File: src/rtl/uart_rx.sv
// 8N1 UART receiver: two-flop synchroniser, mid-bit sampling FSM, one-cycle
// valid / framing-error strobes. The received byte is held until the next good frame.
`timescale 1ns / 1ps

module uart_rx #(
  parameter int unsigned CLKS_PER_BIT = 1042
) (
  input  logic       clk,
  input  logic       reset,
  input  logic       rx,
  output logic [7:0] rx_data,
  output logic       rx_valid,
  output logic       frame_err,
  output logic       busy
);

  localparam int unsigned CntW = $clog2(CLKS_PER_BIT);
  localparam int unsigned Half = CLKS_PER_BIT / 2;
  localparam logic [CntW-1:0] HalfLast = CntW'(Half - 1);
  localparam logic [CntW-1:0] BitLast  = CntW'(CLKS_PER_BIT - 1);

  localparam logic [2:0] StIdle     = 3'd0;
  localparam logic [2:0] StStart    = 3'd1;
  localparam logic [2:0] StData     = 3'd2;
  localparam logic [2:0] StStop     = 3'd3;
  localparam logic [2:0] StWaitHigh = 3'd4;

  logic [2:0]      state_q, state_d;
  logic [CntW-1:0] cnt_q, cnt_d;
  logic [2:0]      bit_idx_q, bit_idx_d;
  logic [7:0]      shift_q, shift_d;
  logic [7:0]      rx_data_q, rx_data_d;
  logic            rx_valid_q, rx_valid_d;
  logic            frame_err_q, frame_err_d;
  logic            rx_meta_q, rx_s_q;

  // Synchroniser resets to the idle line level so reset never looks like a start bit.
  always_ff @(posedge clk or posedge reset) begin
    if (reset) begin
      rx_meta_q <= 1'b1;
      rx_s_q    <= 1'b1;
    end else begin
      rx_meta_q <= rx;
      rx_s_q    <= rx_meta_q;
    end
  end

  always_comb begin
    state_d     = state_q;
    cnt_d       = cnt_q;
    bit_idx_d   = bit_idx_q;
    shift_d     = shift_q;
    rx_data_d   = rx_data_q;
    rx_valid_d  = 1'b0;
    frame_err_d = 1'b0;
    case (state_q)
      StIdle: begin
        cnt_d = '0;
        if (!rx_s_q) state_d = StStart;
      end
      StStart: begin
        if (cnt_q == HalfLast) begin
          cnt_d     = '0;
          bit_idx_d = 3'd0;
          state_d   = rx_s_q ? StIdle : StData;
        end else begin
          cnt_d = cnt_q + 1'b1;
        end
      end
      StData: begin
        if (cnt_q == BitLast) begin
          cnt_d   = '0;
          shift_d = {rx_s_q, shift_q[7:1]};
          if (bit_idx_q == 3'd7) begin
            state_d = StStop;
          end else begin
            bit_idx_d = bit_idx_q + 3'd1;
          end
        end else begin
          cnt_d = cnt_q + 1'b1;
        end
      end
      StStop: begin
        if (cnt_q == BitLast) begin
          cnt_d = '0;
          if (rx_s_q) begin
            rx_data_d  = shift_q;
            rx_valid_d = 1'b1;
            state_d    = StIdle;
          end else begin
            frame_err_d = 1'b1;
            state_d     = StWaitHigh;
          end
        end else begin
          cnt_d = cnt_q + 1'b1;
        end
      end
      StWaitHigh: begin
        // A held break must release the line before another frame can start.
        if (rx_s_q) state_d = StIdle;
      end
      default: state_d = StIdle;
    endcase
  end

  always_ff @(posedge clk or posedge reset) begin
    if (reset) begin
      state_q     <= StIdle;
      cnt_q       <= '0;
      bit_idx_q   <= 3'd0;
      shift_q     <= 8'h00;
      rx_data_q   <= 8'h00;
      rx_valid_q  <= 1'b0;
      frame_err_q <= 1'b0;
    end else begin
      state_q     <= state_d;
      cnt_q       <= cnt_d;
      bit_idx_q   <= bit_idx_d;
      shift_q     <= shift_d;
      rx_data_q   <= rx_data_d;
      rx_valid_q  <= rx_valid_d;
      frame_err_q <= frame_err_d;
    end
  end

  assign rx_data   = rx_data_q;
  assign rx_valid  = rx_valid_q;
  assign frame_err = frame_err_q;
  assign busy      = (state_q != StIdle);

endmodule

File: config.mk
export PLATFORM = sky130hd
export DESIGN_NAME = uart_rx
export DESIGN_NICKNAME = d
export VERILOG_FILES = /design/src/rtl/uart_rx.sv
export SDC_FILE = /design/constraint.sdc
export NUM_CORES = 1
export LEC_CHECK = 0
export CAP_MARGIN = 40
export CORE_MARGIN = 2
export CORE_UTILIZATION = 25
export DETAILED_ROUTE_END_ITERATION = 7
export GPL_TIMING_DRIVEN = 0
export SETUP_SLACK_MARGIN = 0.05
export SYNTH_ARGS = -nofsm -noshare
export SYNTH_HDL_FRONTEND = slang
export SYNTH_SLANG_ARGS = --single-unit
File: constraint.sdc
create_clock -name clk -period 2.2 [get_ports clk]
set_clock_uncertainty 0.2 [all_clocks]
set_input_delay 0.22 -clock clk [delete_from_list [all_inputs] [get_ports clk]]
set_output_delay 0.22 -clock clk [all_outputs]
set_load 0.03 [all_outputs]
After elaboration in Yosys (flattened, before gate mapping)
Cells that the tools add are included.
{ "word_totals": {"reg_bits": 37, "inputBits": 3, "output_inout_bits": 11, "word_cells": 56} }
{ "op_classes": {"addsub": 2, "eq_ne": 14, "muxes": 22, "n_reduce_logical": 9} }
{ "ops": {"columns": ["op", "count"], "rows": [
  ["11-bit one-hot mux with 3 select lines", 1],
  ["3-bit two-way mux", 10],
  ["11-bit two-way mux", 2],
  ["3-bit one-hot mux with 5 select lines", 1],
  ["2-bit != test, second input constant", 7],
  ["11-bit by 1-bit adder with 11-bit output, second input constant", 1],
  ["11-bit by 10-bit equality test with 1-bit output, second input constant", 1],
  ["11-bit equality test, second input constant", 1],
  ["3-bit by 2-bit equality test with 1-bit output, second input constant", 2],
  ["3-bit equality test, second input constant", 2],
  ["1-bit two-way mux", 6],
  ["3-bit one-hot mux with 2 select lines", 1],
  ["6-bit AND reduction", 1],
  ["3-bit nonzero test", 2],
  ["4-bit AND reduction", 1],
  ["3-bit by 1-bit adder with 3-bit output, second input constant", 1],
  ["3-bit by 1-bit equality test with 1-bit output, second input constant", 1],
  ["3-bit zero test", 1],
  ["3-bit AND reduction", 1],
  ["2-bit two-way mux", 1],
  ["2-bit AND reduction", 1],
  ["2-bit nonzero test", 1],
  ["2-bit OR reduction", 1]
]} }

Longest topological paths before layout
{ "depth": {"depth_word": 4, "depth_mapped": 7, "ltp_nobuf": 6} }

Worst setup path after synthesis
Ideal clock, no wire load.
{ "synth_path": {"path_kind": "flip-flop to flip-flop", "startpoint": "reg cnt_q[1]", "endpoint": "reg shift_q[0]", "setup_ns": 0.125, "arrival_ns": 1.616, "required_ns": 1.875, "setup_slack_ns": 0.260, "stages_incl_launch_ff": 8, "path_buffers": 1, "period_less_slack_ns": 1.940, "cell_sequence": "dfrtp_1 > inv_1 > ha_1 > and4bb_2 > and3_1 > buf_6 > nand2_2 > mux2_2"} }
{ "synth_via": {"elab_chain_cells": 2} }
{ "synth_rtl": {"columns": ["element", "line", "rtl"], "rows": [
  ["from (decl)", "29", "logic [CntW-1:0] cnt_q, cnt_d;"],
  ["from (signal assigned)", "117", "cnt_q <= cnt_d;"],
  ["11-bit equality test", "71", "if (cnt_q == BitLast) begin"],
  ["2-bit AND reduction (no source line)", null, null],
  ["to (signal assigned)", "119", "shift_q <= shift_d;"],
  ["to (decl)", "31", "logic [7:0] shift_q, shift_d;"]
]} }
No other way between the ends.
A chain may end at the register's enable or synchronous reset.

Worst setup path in the final report
{ "layout_path": {"startpoint": "reg cnt_q[1]", "endpoint": "reg rx_data_q[5] (netlist: rx_data[5])"} }
{ "layout_via": {"elab_chain_cells": 2} }
{ "layout_rtl": {"columns": ["element", "line", "rtl"], "rows": [
  ["11-bit equality test", "84", "if (cnt_q == BitLast) begin"],
  ["3-bit AND reduction (no source line)", null, null],
  ["to (signal assigned)", "120", "rx_data_q <= rx_data_d;"],
  ["to (decl)", "32", "logic [7:0] rx_data_q, rx_data_d;"]
]} }
No other way between the ends.

==> metrics.yaml <==
die_x_um: 89.13
overflow: 0
worstMarginPinSlew_ns: 0.7612
multi_input_area_um2: 837.1
track_usage: 0.09303
synth_edf_count: 0
worstHoldPathType: "input port to flip-flop"
period_share: 0.9380
dieArea_mm2: 0.007944
wl_per_cell_um: 12.07
status: "complete, no violations"
cp-start-kind: "flip-flop"
io_pins: 14
syn_nets: 162
via_count: 1251
synthFlopType: "dfrtp_1"
seqCellArea_um2: 928.4
grt_pass1_vias: 1203
rsz0062_at_grt: "false"
finalHoldViolCount: 0
grtUsageMet2: 0.1481
insertion_delay_ns: 0.28
cap_violations: 0
crit_type: "flip-flop to flip-flop"
p_leak_uw: 0.0009790
fillCellCount: 762
hold_ws_ns: 0.1312
drv_slew: 0
cts-root-buf: "clkbuf_8"
required_ns: 2.17
syn_area_mm2: 0.001812
row_count: 31
htree_levels: 2
synthArstFlopShare: 1.000
drt-total-wl_um: 3320
top_usage_layer: "met2"
yosysUniqueCellTypes: 43
syn2layout_area_growth_pct: 22.44
max_freq_mhz: 484.6
setup_violations: 0
crit_fanout: 6
peakVddDrop_uv: 337.9
synth_compound_area_frac: 0.06354
slew_headroom: 0.4918
r2r-start: "cnt_q[1]$_DFFE_PP0P_"
use_met1: 0.1241
globalplace.congestion: 0.7664
cp-end-kind: "flip-flop"
synth_mux_area_frac: 0.1215
cts_sinks: 37
grt_use_met3: 0.02770
dieHeight_um: 89.13
holdBufCountCts: 0
tritoncts: "done"
ys_seq_area_frac: 0.5124
postSynthAreaPerCell_um2: 11.76
synth_top_family_by_area: "simple AND/OR/NAND/NOR gates"
ys_warn_count: 0
drive_gt1_frac: 0.2500
cts_made_buffers: 5
netlist_instances: 154
start_util: 0.2539
grt_pass1_wl_um: 5706
arrival_ns: 2.04
first_pass_iters: 4
power_density_mw_per_mm2: 580.4
nNetsFinal: 183
clockBufferDepth: 2
portBuffers: 13
num_antenna_cells: 0
synth_fa_ha_area_frac: 0.03453
antenna_found_initial: 0
postRouteAntennaNets: 0
worst_hold_startpoint: "rx"
synthSimpleGateAreaFrac: 0.1837
post-dp-hpwl_um: 2293
coreArea_mm2: 0.007137
yosys.area_share.xor_xnor: 0.03384
ys_ff_latch: 37
drt_iter0_markers: 47
grt_max_degree: 38
cts_setup_buffers: 0
finalSetupTns_ns: 0
drc: 0
via_per_inst: 4.549
crit_start: "cnt_q[1]$_DFFE_PP0P_"
fin_crit_ns: 2.064
clkTransAtPathRegs_ns: 0.08
==> cell families (layout without fill, tap and decap cells) <==
kind of cell / count (synthesis) / after routing
multiplexers: 20 / 20
buffers and inverters: 17 / 38
XOR/XNOR: 7 / 7
adder cells (fa/ha/maj): 5 / 5
flip-flops: 37 / 37
AND/OR/NAND/NOR: 52 / 53
AO/OA/AOI/OAI: 16 / 16
==> sequential cells by signal (all words and copies together), names as in the netlist <==
| register | flops |
|---|---|
| cnt_q | 11 |
| rx_data | 8 |
| shift_q | 8 |
| bit_idx_q | 3 |
| state_q | 3 |
| frame_err | 1 |
| rx_meta_q | 1 |
| rx_s_q | 1 |
| rx_valid | 1 |
==> metal layers <==
| layer | share of wire | routed length [um] | vias to the layer above |
|---|---|---|---|
| met1 | 0.46 | 1517 | 627 |
| met3 | 0.030 | 98 | 5 |
| met5 | 0 | 0 | - |
| met2 | 0.50 | 1670 | 18 |
| met4 | 0.0099 | 33 | 0 |
| li1 | - | - | 601 |
==> layout by cell type (no fill, tap or decap), drive strengths merged, types with 3 or more instances in the layout <==
| cell type | n |
|---|---|
| nand3 | 7 |
| nand2 | 8 |
| nand2b | 3 |
| nor4 | 3 |
| buf | 4 |
| dfrtp | 35 |
| xnor2 | 5 |
| inv | 11 |
| nor2 | 8 |
| ha | 5 |
| mux2i | 4 |
| clkdlybuf4s50 | 12 |
| mux2 | 16 |
| clkbuf | 9 |
| nor3 | 5 |
| o21ai | 3 |
| nand4 | 6 |
==> critical path, stage by stage (launching register included) <==
cell	delay, ns
dfrtp_1	0.41
inv_1	0.10
ha_1	0.16
and4bb_2	0.28
and3_1	0.18
buf_6	0.14
nand4_4	0.14
mux2_2	0.33
==> report_power, final <==
part,switching [uW],internal [uW]
registers,0.653,683
logic,16.9,6.14
clock network,241,340
total,258,1030
==> Yosys cell counts, types with 2 or more instances <==
| master | n | area share |
|---|---|---|
| xor2_1 | 2 | 0.0097 |
| nor2_1 | 8 | 0.017 |
| nand3_1 | 7 | 0.019 |
| a22oi_1 | 2 | 0.0083 |
| xnor2_1 | 5 | 0.024 |
| or4_1 | 2 | 0.0083 |
| nand2_1 | 7 | 0.015 |
| nand4_1 | 4 | 0.014 |
| o21ai_0 | 3 | 0.0083 |
| inv_1 | 11 | 0.023 |
| o311ai_0 | 2 | 0.0097 |
| nor4_1 | 2 | 0.0069 |
| nor2b_1 | 2 | 0.0069 |
| dfstp_2 | 2 | 0.029 |
| or3_1 | 2 | 0.0069 |
| nor3_1 | 4 | 0.011 |
| a21oi_1 | 2 | 0.0055 |
| mux2_2 | 16 | 0.099 |
| buf_6 | 3 | 0.019 |
| nor3b_1 | 2 | 0.0083 |
| nand2b_1 | 3 | 0.010 |
| mux2i_1 | 4 | 0.022 |
| ha_1 | 5 | 0.035 |
| dfrtp_1 | 35 | 0.48 |
==> per-stage QoR <==
step	worst slack (ns)	power (uW)	instances	cell area [um^2]	util
floorplan	0.2598	711.9	154	1812	-
global placement	0.01850	720.5	266	2066	0.2894
detailed placement	0.009377	721.2	266	2066	0.2894
CTS	0.01228	1316	274	2183	0.3059
global route	0.05710	1349	275	2218	0.3108
finish	0.1363	1288	275	2218	0.3108
==> worst paths after layout <==
check                      slack, ns                      to  cells after the start
max                             0.14  rx_data[5]$_DFFE_PP0P_                      7
min                             0.13     rx_meta_q$_DFF_PP1_                      1
max reg2reg                     0.14  rx_data[5]$_DFFE_PP0P_                      7
min reg2reg                     0.16        rx_s_q$_DFF_PP1_                      0
max in group asynchronous       1.13  state_q[1]$_DFFE_PP0P_                      2
min in group asynchronous       0.19    cnt_q[9]$_DFFE_PP0P_                      2
==> area by class of cell <==
cell class,instances,area share
well taps,99,0.05584
inverters,11,0.01861
plain buffers,6,0.02312
repair buffers,13,0.05640
clock inverters,2,0.01748
multi-input cells,101,0.3773
flip-flops and latches,37,0.4185
clock buffers,6,0.03271
==> repair_timing <==
item,4_1_cts,5_1_grt
pin swaps,1,1
endpoints found under the hold margin,0,0
gates cloned,0,1
resized for setup,4,5
setup endpoints to repair,5,26
No activity file was read; power rests on OpenSTA's default activity.
